==> src/rtl/instr_fetch_unit_pkg.sv <==
// Shared definitions for the instruction fetch unit: word width, NOP encoding,
// default reset PC and fetch state encodings.
package instr_fetch_unit_pkg;

  localparam int          ILEN        = 32;
  localparam logic [31:0] RV_NOP      = 32'h0000_0013;
  localparam logic [31:0] RV_RESET_PC = 32'h0000_0000;

  typedef enum logic [1:0] {
    FS_REQ  = 2'd0,
    FS_WAIT = 2'd1,
    FS_HOLD = 2'd2
  } fetch_state_t;

endpackage

==> src/rtl/instr_fetch_unit_pc_next_sel.sv <==
// Next-PC selection: sequential pc+4 or word-aligned ALU target, plus misalign flag
// for a taken target whose low bits are non-zero.
module instr_fetch_unit_pc_next_sel
  import instr_fetch_unit_pkg::*;
(
  input  logic [ILEN-1:0] pc,
  input  logic            pc_sel,
  input  logic [ILEN-1:0] alu_target,
  output logic [ILEN-1:0] next_pc,
  output logic            misalign
);

  assign next_pc  = pc_sel ? {alu_target[ILEN-1:2], 2'b00} : pc + 32'd4;
  assign misalign = pc_sel && (alu_target[1:0] != 2'b00);

endmodule

==> src/rtl/instr_fetch_unit.sv <==
// Instruction fetch unit: one outstanding imem request, holds the fetched word for
// the decoder until acked, then advances the PC.
//
// state   | meaning
// FS_REQ  | request valid on imem_addr=pc, waiting for imem_req_ready
// FS_WAIT | request accepted, waiting for the response pulse
// FS_HOLD | instr/instr_pc live for the decoder, waiting for instr_ack
module instr_fetch_unit
  import instr_fetch_unit_pkg::*;
#(
  parameter logic [31:0] RESET_PC = RV_RESET_PC,
  parameter int          CNT_W    = 32
) (
  input  logic             clk,
  input  logic             rst,
  input  logic             pc_sel,
  input  logic [ILEN-1:0]  alu_target,
  input  logic             instr_ack,
  output logic             imem_req_valid,
  input  logic             imem_req_ready,
  output logic [ILEN-1:0]  imem_addr,
  input  logic             imem_rsp_valid,
  input  logic [ILEN-1:0]  imem_rsp_data,
  output logic [ILEN-1:0]  instr,
  output logic [ILEN-1:0]  instr_pc,
  output logic             instr_valid,
  output logic             misalign_err,
  output logic [CNT_W-1:0] fetch_cnt
);

  fetch_state_t    state, state_nxt;
  logic [ILEN-1:0] pc;
  logic [ILEN-1:0] next_pc;
  logic            misalign;
  logic            retire;

  instr_fetch_unit_pc_next_sel u_pc_next_sel (
    .pc         (pc),
    .pc_sel     (pc_sel),
    .alu_target (alu_target),
    .next_pc    (next_pc),
    .misalign   (misalign)
  );

  assign imem_addr = pc;
  assign retire    = (state == FS_HOLD) && instr_ack;

  // REQ only hands off once the registered request is actually visible, so the
  // cycle right after reset never counts as an accepted request.
  always_comb begin
    state_nxt = state;
    case (state)
      FS_REQ:  if (imem_req_valid && imem_req_ready) state_nxt = FS_WAIT;
      FS_WAIT: if (imem_rsp_valid)                   state_nxt = FS_HOLD;
      FS_HOLD: if (instr_ack)                        state_nxt = FS_REQ;
      default:                                       state_nxt = FS_REQ;
    endcase
  end

  always_ff @(posedge clk) begin
    if (rst) begin
      state          <= FS_REQ;
      pc             <= RESET_PC;
      instr          <= RV_NOP;
      instr_pc       <= RESET_PC;
      instr_valid    <= 1'b0;
      imem_req_valid <= 1'b0;
      misalign_err   <= 1'b0;
      fetch_cnt      <= '0;
    end else begin
      state          <= state_nxt;
      imem_req_valid <= (state_nxt == FS_REQ);
      if ((state == FS_WAIT) && imem_rsp_valid) begin
        instr       <= imem_rsp_data;
        instr_pc    <= pc;
        instr_valid <= 1'b1;
      end
      if (retire) begin
        pc          <= next_pc;
        instr_valid <= 1'b0;
        fetch_cnt   <= fetch_cnt + CNT_W'(1);
        if (misalign) misalign_err <= 1'b1;
      end
    end
  end

endmodule

==> config.mk <==
export PLATFORM = sky130hd
export DESIGN_NAME = instr_fetch_unit
export DESIGN_NICKNAME = d
export VERILOG_FILES = /design/src/rtl/instr_fetch_unit_pkg.sv /design/src/rtl/instr_fetch_unit_pc_next_sel.sv /design/src/rtl/instr_fetch_unit.sv
export SDC_FILE = /design/constraint.sdc
export NUM_CORES = 1
export LEC_CHECK = 0
export ABC_AREA = 1
export CORE_ASPECT_RATIO = 2
export CORE_MARGIN = 3
export CORE_UTILIZATION = 47
export CTS_CLUSTER_SIZE = 8
export DETAILED_ROUTE_END_ITERATION = 12
export GPL_TIMING_DRIVEN = 0
export PLACE_DENSITY = 0.92
export SETUP_SLACK_MARGIN = 0.1
export SYNTH_ARGS = -nofsm -noshare
export SYNTH_HDL_FRONTEND = slang
export SYNTH_SLANG_ARGS = --single-unit
==> constraint.sdc <==
create_clock -name clk -period 1.8 [get_ports clk]
set_input_delay 0.36 -clock clk [delete_from_list [all_inputs] [get_ports clk]]
set_output_delay 0.36 -clock clk [all_outputs]
set_load 0.05 [all_outputs]
==> metrics.md, run 1 <==
| Metric | Value |
|---|---|
| CP Class | reg -> out |
| Tmin final | 1.68 ns |
| CP startpoint | fetch_cnt[1] |
| P_int | 5120 µW |
| Largest net degree at the start of global routing | 17 |
| Chip Height | 169 µm |
| Chip width | 87.4 µm |
| Max transition margin | 55.0% |
| First-pass GRT wire length | 34200 µm |
| Initial Util | 48.8% |
| Setup violators final | 0 |
| TNS Setup | 0 ns |
| CP Capture Type | output pin |
| Clock sinks | 129 |
| CTS Root Cell | clkbuf_16 |
| Ys Warns | 0 |
| CP max stage cell | clkdlybuf4s15_1 |
| Area Growth Syn to Fin | 42.7% |
| Crit path max fanout | 5 |
| # nets final | 1213 |
| DR vias/cell | 5.33 |
| Final period utilization | 93.3% |
| Number of hold buffers added after CTS | 0 |
| Fmax achieved | 0.595 GHz |
| Logic depth of the worst path, buffers included | 1 |
| #FFs+latches synth | 129 |
| Reg2reg start | fetch_cnt[0] |
| R2R depth | 8 |
| Hold/Removal Path Class | in -> reg |
| DRC Markers | 0 |
| Clock Tree Buf Depth | 2 |
| Layout cells sized above 1 | 15.6% |
| Leakage Power | 0.00351 µW |
| Worst path max stage delay | 0.55 ns |
| Worst R2R Setup Slack | 0.20 ns |
| Post-placement cell area | 0.00838 mm² |
| Top delay family on crit path | buffers and inverters |
| Worst Max-Slew Pin Slew | 0.675 ns |
| Power, Total | 7020 µW |
| Combinational share of power | 10.3% |
| Max_cap viols | 0 |
| Switching fraction of total power | 27.2% |
| Clock share of power | 47.5% |
| Post-Syn Instances | 924 |
| Unique masters post-synth | 42 |
| H-Tree Depth | 4 |
| # diodes | 0 |
| CP arrival | 1.32 ns |
| Routability Congestion | 1.02 |
| Rows | 58 |
| Share of power burned in registers | 42.2% |
| Core footprint | 0.0128 mm² |
| Max VDD drop | 0.881 mV |
| Die Area | 0.0148 mm² |
| Most frequent cells in the layout | 296 x nand2_1, 139 x nor2_1, 113 x dfxtp_1, 76 x a21oi_1, 67 x clkdlybuf4s50_1 |
| Slew Limit Fails | 0 |
| DR vias | 6956 |
| Ys flop type | dfxtp_1 |
| Worst path buffer plus inverter count | 1 |
| Port Buffer Count | 194 |
| Crit path cell chain | clkdlybuf4s15_1 |
| Startpoint types | flip-flop |
| Clk_lat worst skew | 0.41 ns |
| Final Hold Violating Endpoints | 0 |
| Reg clk slew, reported paths | 0.06 ns |
| Final wirelength | 21900 µm |
| Final Cell Area | 0.00889 mm² |
| Setup Skew | 0.0104 ns |
| CTS buffer count | 17 |
| Reg2reg end | fetch_cnt[28] |
| Remaining antenna violation count | 0 |
| Drt first pass iters | 5 |
| Sw Pwr | 1910 µW |
| Initial antenna violation count | 0 |
| Status | complete, no violations |
| Total global-route track usage | 30.0% |
| Grt ovf | 0 |
| Vias in the first global route | 6895 |
| RSZ-0062 raised after global routing | true |
| CTS tree | built |
| Setup crit end | fetch_cnt[1] |
| Synthesized cell area | 0.00623 mm² |
| Worst EP required | 1.44 ns |
| Most common cell after layout, fill and taps aside | nand2_1 |
| Pwr per Cell Area | 790 mW/mm² |
| Detailed Route Iter0 Violations | 382 |
| Number of flops mapped to enable cells by yosys | 0 |
| DP HPWL | 17100 µm |
| WL/cell | 16.8 µm |
| Async SR Flop Fraction | 0% |
| Fin Hold WS | 0.350 ns |
| I/O Pins | 201 |
| Sequential share of the synthesized area | 41.4% |
| Mapped Avg Cell Area | 6.74 µm² |
what timing repair did:
action	CTS	global route
gates resized for setup	234	49
setup endpoints to repair	149	61
buffers inserted	0	1
pin swaps	0	2
synthesized netlist by cell type (2+ instances only):
library cell | instances | area (µm²)
dfxtp_1 | 129 | 2580
xnor2_1 | 3 | 26.3
ha_1 | 2 | 25.0
nor3_1 | 4 | 20.0
buf_4 | 5 | 37.5
nand2_1 | 297 | 1110
nand3b_1 | 3 | 22.5
xor2_1 | 10 | 87.6
o21ai_0 | 50 | 250
nand3_2 | 4 | 40.0
o211ai_1 | 2 | 15.0
inv_2 | 3 | 11.3
nor2_4 | 13 | 146
o21a_1 | 2 | 15.0
inv_1 | 51 | 191
nor3_2 | 2 | 20.0
o21ai_1 | 6 | 30.0
buf_2 | 13 | 65.1
nor2_2 | 9 | 56.3
a21oi_1 | 76 | 380
nand3_1 | 43 | 215
clkinv_1 | 3 | 11.3
nand2_2 | 3 | 18.8
nand4_1 | 7 | 43.8
clkbuf_1 | 19 | 71.3
nor2_1 | 143 | 537
nand2_4 | 2 | 22.5
o22ai_1 | 5 | 31.3
nor3b_1 | 2 | 15.0
worst min path at each step:
stage | start | endpoint | slack [ns] | depth (start not counted)
after detailed placement | instr_pc[7] | instr_pc[7] | 0.46 | 2
after global placement | misalign_err | misalign_err | 0.44 | 2
after CTS | pc_sel | imem_addr[4] | 0.33 | 3
final | pc_sel | imem_addr[4] | 0.35 | 3
after global routing | pc_sel | imem_addr[7] | 0.39 | 3
after floorplan | imem_rsp_data[0] | instr[0] | 0.47 | 2
through the flow:
step,std cells,worst slack [ns],util [%]
after floorplan,927,0.102,-
after global placement,1271,-0.380,65.6
after detailed placement,1271,-0.368,65.6
after CTS,1303,0.100,69.9
after global routing,1304,0.0531,69.6
final,1304,0.121,69.6
metal layers:
layer  up-vias  global-route usage, %  share of wire [%]
met5         -                      0                  0
met4         0                   21.2                7.8
met2       328                   55.8                 54
met3        89                   5.11                5.2
li1       3386                      -                  -
met1      3153                   28.1                 33
final cells by class:
| class | count | area, µm² |
|---|---|---|
| inverter | 58 | 219 |
| timing repair buffer | 195 | 1840 |
| fill | 1105 | 3880 |
| tap | 150 | 188 |
| clock inverter | 15 | 146 |
| buffer | 39 | 196 |
| clock buffer | 17 | 425 |
| sequential | 129 | 2610 |
| multi-input combinational | 701 | 3270 |
power groups by stage:
stage          Sequential, µW  Clock [µW]  Combinational [µW]
2_1_floorplan            3210           0                 218
3_3_place_gp             3020           0                 742
3_5_place_dp             3030           0                 747
4_1_cts                  2960        3350                 721
5_1_grt                  2970        3460                 772
6_report                 2960        3340                 722
state kept, by name (all words and copies together) (netlist names):
signal and cells:
fetch_cnt 32, state 2, instr 32, imem_addr 30
instr_valid 1, instr_pc 30, imem_req_valid 1, misalign_err 1
cells by family (layout without fill, tap and decap cells):
group                    Yosys count  after routing  share of synthesized area (%)
XOR/XNOR                          13             13                           1.83
AO/OA/AOI/OAI                    146            146                           12.2
multiplexers                       1              1                          0.161
other                              1              4                         0.0602
adder cells (fa/ha/maj)            2              2                          0.402
buffers and inverters             97            324                           6.61
AND/OR/NAND/NOR                  535            535                           37.3
flip-flops                       129            129                           41.4
Power figures use the tool's default switching activity.
==> run 2, diff against run 1 <==
SETUP_SLACK_MARGIN = default   (was 0.1)
==> run 2 against run 1 <==
Against the previous run:
- sequential power hardly changed
- die area stayed put
- routed wire length is 1.0% higher
- sequential share of layout area hardly changed
- final cell count hardly changed
- register-to-register slack worse by 0.08 ns
- utilization is 0.31 points lower
- setup slack worse by 0.095 ns
- largest cell class unchanged
- cell area is 0.45% lower
- total power is 5.6% higher
- clock skew hardly changed
==> metrics.md, run 2 (same netlist as run 1, synthesis figures left out) <==
| Metric | Value |
|---|---|
| Clock sinks | 129 (unchanged) |
| Reg clk slew, reported paths | 0.06 ns (about the same) |
| Top delay family on crit path | buffers and inverters (unchanged) |
| Post-placement cell area | 0.00838 mm² (about the same) |
| GR peak layer | met2 (unchanged) |
| Clock share of power | 50.4% (was 47.5%) |
| Detailed Route Iter0 Violations | 452 (was 382) |
| Total global-route track usage | 30.0% (about the same) |
| P_int | 5510 µW (was 5120 µW) |
| Top Registers | fetch_cnt x32, instr x32 (unchanged) |
| # diodes | 0 (unchanged) |
| Most frequent cells in the layout | 296 x nand2_1, 141 x nor2_1, 123 x dfxtp_1, 103 x dlygate4sd2_1, 76 x a21oi_1 (was 296 x nand2_1, 139 x nor2_1, 113 x dfxtp_1, 76 x a21oi_1, 67 x clkdlybuf4s50_1) |
| Worst Max-Slew Pin Slew | 0.649 ns (was 0.675 ns) |
| Fmax achieved | 0.563 GHz (was 0.595 GHz) |
| DR vias | 7015 (was 6956) |
| GR Util met2 | 54.2% (was 55.8%) |
| CP max stage cell | clkdlybuf4s15_1 (unchanged) |
| Crit path max fanout | 4 (was 5) |
| Combinational share of power | 9.7% (was 10.3%) |
| Core footprint | 0.0128 mm² (unchanged) |
| Leakage Power | 0.00373 µW (was 0.00351 µW) |
| Worst path max stage delay | 0.54 ns (was 0.55 ns) |
| Tmin final | 1.77 ns (was 1.68 ns) |
| Clock Tree Buf Depth | 2 (unchanged) |
| Initial antenna violation count | 0 (unchanged) |
| Slew Limit Fails | 0 (unchanged) |
| Max VDD drop | 0.961 mV (was 0.881 mV) |
| Non-Filler Instances | 1303 (was 1304) |
| Global routing met3 resource utilization | 4.77% (was 5.11%) |
| Routability Congestion | 0.984 (was 1.02) |
| CTS buffer count | 17 (unchanged) |
| Layout cells sized above 1 | 10.3% (was 15.6%) |
| Drt first pass iters | 5 (unchanged) |
| Max transition margin | 56.7% (was 55.0%) |
| Most common cell after layout, fill and taps aside | nand2_1 (unchanged) |
| Worst path buffer plus inverter count | 1 (unchanged) |
| Final Cell Area | 0.00885 mm² (was 0.00889 mm²) |
| Final period utilization | 98.6% (was 93.3%) |
| WL/cell | 17.0 µm (was 16.8 µm) |
| RSZ-0062 raised after global routing | false (was true) |
| First-pass GRT wire length | 34100 µm (was 34200 µm) |
| DR vias/cell | 5.38 (was 5.33) |
| Logic depth of the worst path, buffers included | 1 (unchanged) |
| Startpoint types | flip-flop (unchanged) |
| Pwr per Cell Area | 838 mW/mm² (was 790 mW/mm²) |
| Crit path cell chain | clkdlybuf4s15_1 (unchanged) |
| H-Tree Depth | 4 (unchanged) |
| I/O Pins | 201 (unchanged) |
| Initial Util | 48.8% (unchanged) |
| Max_cap viols | 0 (unchanged) |
| R2R depth | 8 (unchanged) |
| Setup Skew | 0.0102 ns (was 0.0104 ns) |
| Port Buffer Count | 194 (unchanged) |
| Switching fraction of total power | 25.7% (was 27.2%) |
| Rows | 58 (unchanged) |
| CP arrival | 1.41 ns (was 1.32 ns) |
| Share of power burned in registers | 39.9% (was 42.2%) |
| Worst EP required | 1.44 ns (about the same) |
| Die Area | 0.0148 mm² (unchanged) |
| Sw Pwr | 1910 µW (about the same) |
| Clk_lat worst skew | 0.41 ns (about the same) |
| Status | complete, no violations (unchanged) |
| Fin Hold WS | 0.349 ns (was 0.350 ns) |
| Met1 Track Usage GR | 29.3% (was 28.1%) |
| Grt ovf | 0 (unchanged) |
| Hold Crit Depth | 3 (unchanged) |
| Chip Height | 169 µm (unchanged) |
| Area Growth Syn to Fin | 42.0% (was 42.7%) |
| Reg2reg start | imem_addr[3] (was fetch_cnt[0]) |
| # nets final | 1212 (was 1213) |
| DP HPWL | 16900 µm (was 17100 µm) |
| Remaining antenna violation count | 0 (unchanged) |
| CP startpoint | imem_addr[30] (was fetch_cnt[1]) |
| Hold/Removal Path Class | in -> reg (unchanged) |
| Vias in the first global route | 6779 (was 6895) |
| Worst Hold Launch | pc_sel (unchanged) |
| DRC Markers | 0 (unchanged) |
| Final wirelength | 22100 µm (was 21900 µm) |
| CTS tree | built (unchanged) |
| CP Class | reg -> out (unchanged) |
| CP Capture Type | output pin (unchanged) |
| Chip width | 87.4 µm (unchanged) |
| Largest net degree at the start of global routing | 17 (unchanged) |
| Final Hold Violating Endpoints | 0 (unchanged) |
| CTS Root Cell | clkbuf_16 (unchanged) |
| Setup violators final | 0 (unchanged) |
| Cells after DPL | 1271 (unchanged) |
==> run 2: cell types whose count changed in the layout (fill, tap and decap cells not counted), sizes merged, moves of 3 or more <==
cell and change:
dlygate4sd2 +46, clkdlybuf4s15 -36, clkbuf -7, bufinv +3, inv -3
==> run 2: path summary, 6_finish.rpt <==
check                        to  slack, ns
hold reg to reg       instr[17]       0.46
setup / recovery  imem_addr[30]       0.03
setup reg to reg  imem_addr[18]       0.12
hold / removal     imem_addr[7]       0.35
==> run 2: stage by stage <==
stage          total power (µW)  util [%]  setup TNS (ns)  worst slack [ns]
2_1_floorplan              3430         -               0            0.0623
3_3_place_gp               3770      65.6          -22.36            -0.440
3_5_place_dp               3770      65.6          -25.41            -0.410
4_1_cts                    7430      69.4               0          0.000355
5_1_grt                    7610      69.3               0           0.00137
6_report                   7420      69.3               0            0.0252
==> run 2: per-layer routing <==
metal / share of wire, % / vias to the layer above / wire, µm
met1: 33 / 3180 / 7240
li1: - / 3382 / -
met4: 8.3 / 0 / 1840
met2: 53 / 345 / 11700
met3: 5.9 / 108 / 1300
met5: 0 / - / 0
==> run 2: power by group through the flow <==
stage,registers [µW],logic (µW),clock network [µW]
floorplan,3210,218,0
global placement,3020,742,0
detailed placement,3030,748,0
CTS,2960,716,3750
global route,2970,761,3880
finish,2960,717,3740
==> run 2: layout make-up <==
type	instances	area, µm²
Inverter	58	219
Tap cell	150	188
Fill cell	1106	3920
Sequential cell	129	2590
Buffer	39	195
Multi-Input combinational cell	701	3260
Clock inverter	15	206
Timing Repair Buffer	194	1770
Clock buffer	17	425
==> run 2: what timing repair did <==
item | in CTS | in global routing
setup buffers | 0 | 0
endpoints found under the setup margin | 127 | 53
hold buffers | 0 | 0
resized for setup | 143 | 32
==> run 3, diff against run 2 <==
SKIP_CTS_REPAIR_TIMING = 1   (was default)
==> run 3 against run 2 <==
Against the previous run:
- sequential power about the same
- count of clock-buffer cells in the layout unchanged
- routed wire length grew 4.1%
- maximum frequency is 0.31% higher
- die area unchanged
- non-clock buffer count did not move
- worst hold slack got worse by 0.0032 ns
- cell area up 5.4%
- clock power about the same
- final cell count unchanged
- combinational power increased by 5.0%
==> metrics.md, run 3 (same netlist as run 1, synthesis figures left out) <==
| Metric | Value |
|---|---|
| Status | complete, no violations (unchanged) |
| Final Hold Violating Endpoints | 0 (unchanged) |
| Reg clk slew, reported paths | 0.06 ns (about the same) |
| Setup Skew | 0.0105 ns (was 0.0102 ns) |
| Chip Height | 169 µm (unchanged) |
| Max transition margin | 54.5% (was 56.7%) |
| Most common cell after layout, fill and taps aside | nand2_1 (unchanged) |
| Worst path max stage delay | 0.52 ns (was 0.54 ns) |
| Max_cap viols | 0 (unchanged) |
| DR vias/cell | 5.41 (was 5.38) |
| Rows | 58 (unchanged) |
| CTS buffer count | 17 (unchanged) |
| Slew Limit Fails | 0 (unchanged) |
| DR vias | 7055 (was 7015) |
| Layout cells sized above 1 | 9.02% (was 10.3%) |
| Final worst slack | 0.0306 ns (was 0.0252 ns) |
| Startpoint types | flip-flop (unchanged) |
| Pwr per Cell Area | 799 mW/mm² (was 838 mW/mm²) |
| WL/cell | 17.7 µm (was 17.0 µm) |
| Vias in the first global route | 6786 (was 6779) |
| Clock Tree Buf Depth | 2 (unchanged) |
| Setup violators final | 0 (unchanged) |
| CP Class | reg -> out (unchanged) |
| Worst path buffer plus inverter count | 1 (unchanged) |
| Final core utilization | 73.1% (was 69.3%) |
| # nets final | 1212 (unchanged) |
| DP Worst Slack | -0.410 ns (unchanged) |
| CTS tree | built (unchanged) |
| Clock sinks | 129 (unchanged) |
| # diodes | 0 (unchanged) |
| Fmax achieved | 0.565 GHz (was 0.563 GHz) |
| Initial antenna violation count | 0 (unchanged) |
| Hold/Removal Path Class | in -> reg (unchanged) |
| Worst Max-Slew Pin Slew | 0.682 ns (was 0.649 ns) |
| Top Registers | fetch_cnt x32, instr x32 (unchanged) |
| DRC Markers | 0 (unchanged) |
| Crit path cell chain | dlymetal6s2s_1 (was clkdlybuf4s15_1) |
| Tmin final | 1.77 ns (about the same) |
| RSZ-0062 raised after global routing | false (unchanged) |
| Initial Util | 48.8% (unchanged) |
| Routability Congestion | 0.984 (unchanged) |
| H-Tree Depth | 4 (unchanged) |
| Die Area | 0.0148 mm² (unchanged) |
| Most frequent cells in the layout | 296 x nand2_1, 141 x nor2_1, 126 x dlymetal6s2s_1, 124 x dfxtp_1, 76 x a21oi_1 (was 296 x nand2_1, 141 x nor2_1, 123 x dfxtp_1, 103 x dlygate4sd2_1, 76 x a21oi_1) |
| Remaining antenna violation count | 0 (unchanged) |
| First-pass GRT wire length | 34100 µm (about the same) |
| CP arrival | 1.41 ns (about the same) |
| Area Growth Syn to Fin | 49.7% (was 42.0%) |
| Grt ovf | 0 (unchanged) |
| CP max stage cell | dfxtp_1 (was clkdlybuf4s15_1) |
| TNS Setup | 0 ns (unchanged) |
| Chip width | 87.4 µm (unchanged) |
| Largest net degree at the start of global routing | 17 (unchanged) |
| Clk_lat worst skew | 0.41 ns (about the same) |
| Worst EP required | 1.44 ns (about the same) |
| DP HPWL | 16900 µm (unchanged) |
| Port Buffer Count | 194 (unchanged) |
| Total global-route track usage | 30.0% (unchanged) |
| Core footprint | 0.0128 mm² (unchanged) |
| Final wirelength | 23000 µm (was 22100 µm) |
| Detailed Route Iter0 Violations | 485 (was 452) |
| Drt first pass iters | 5 (unchanged) |
| CTS Root Cell | clkbuf_16 (unchanged) |
| I/O Pins | 201 (unchanged) |
| Leakage Power | 0.00551 µW (was 0.00373 µW) |
| Max VDD drop | 0.907 mV (was 0.961 mV) |
| Final period utilization | 98.3% (was 98.6%) |
| Top delay family on crit path | flip-flops (was buffers and inverters) |
| CP Capture Type | output pin (unchanged) |
| Crit path max fanout | 5 (was 4) |
[run 3: cell count changes in the layout (fill, tap and decap cells not counted), sizes merged]
cell           delta
clkdlybuf4s15    -14
clkbuf            -9
dlymetal6s2s    +126
dlygate4sd2     -103
[run 3: worst paths after layout]
kind                                     from             to  slack, ns  depth (start not counted)
worst max-delay path            imem_addr[22]  imem_addr[22]       0.03                          1
worst min-delay path                   pc_sel   imem_addr[7]       0.35                          3
worst max register to register   imem_addr[3]  imem_addr[16]       0.11                          8
worst min register to register      instr[17]      instr[17]       0.46                          2
[run 3: layout make-up]
cell class | instances | area [µm²]
fill | 967 | 3440
multi-input combinational | 701 | 3260
sequential | 129 | 2590
timing repair buffer | 194 | 2250
clock buffer | 17 | 425
inverter | 58 | 219
clock inverter | 15 | 206
buffer | 39 | 195
tap | 150 | 188
[run 3: routing by layer]
layer	wire (µm)	part of all wire, %	GRT usage, %	up-vias
li1	-	-	-	3381
met1	7520	33	29.2	3206
met2	12400	54	54.1	363
met3	1300	5.7	4.82	105
met4	1800	7.8	23.0	0
met5	0	0	0	-
[run 3: power breakdown]
| group | total, µW | internal [µW] | switching (µW) |
|---|---|---|---|
| logic | 753 | 292 | 461 |
| registers | 2960 | 2910 | 48.1 |
| clock network | 3740 | 2340 | 1410 |
[run 3: per-stage QoR]
| stage | hold slack, ns | power, µW | cells | area (µm²) |
|---|---|---|---|---|
| detailed placement | 0.450 | 3770 | 1271 | 8380 |
| floorplan | 0.473 | 3430 | 927 | 6250 |
| finish | 0.345 | 7460 | 1303 | 9330 |
| global placement | 0.438 | 3770 | 1271 | 8380 |
| global route | 0.387 | 7650 | 1303 | 9330 |
| CTS | 0.337 | 7470 | 1303 | 9010 |
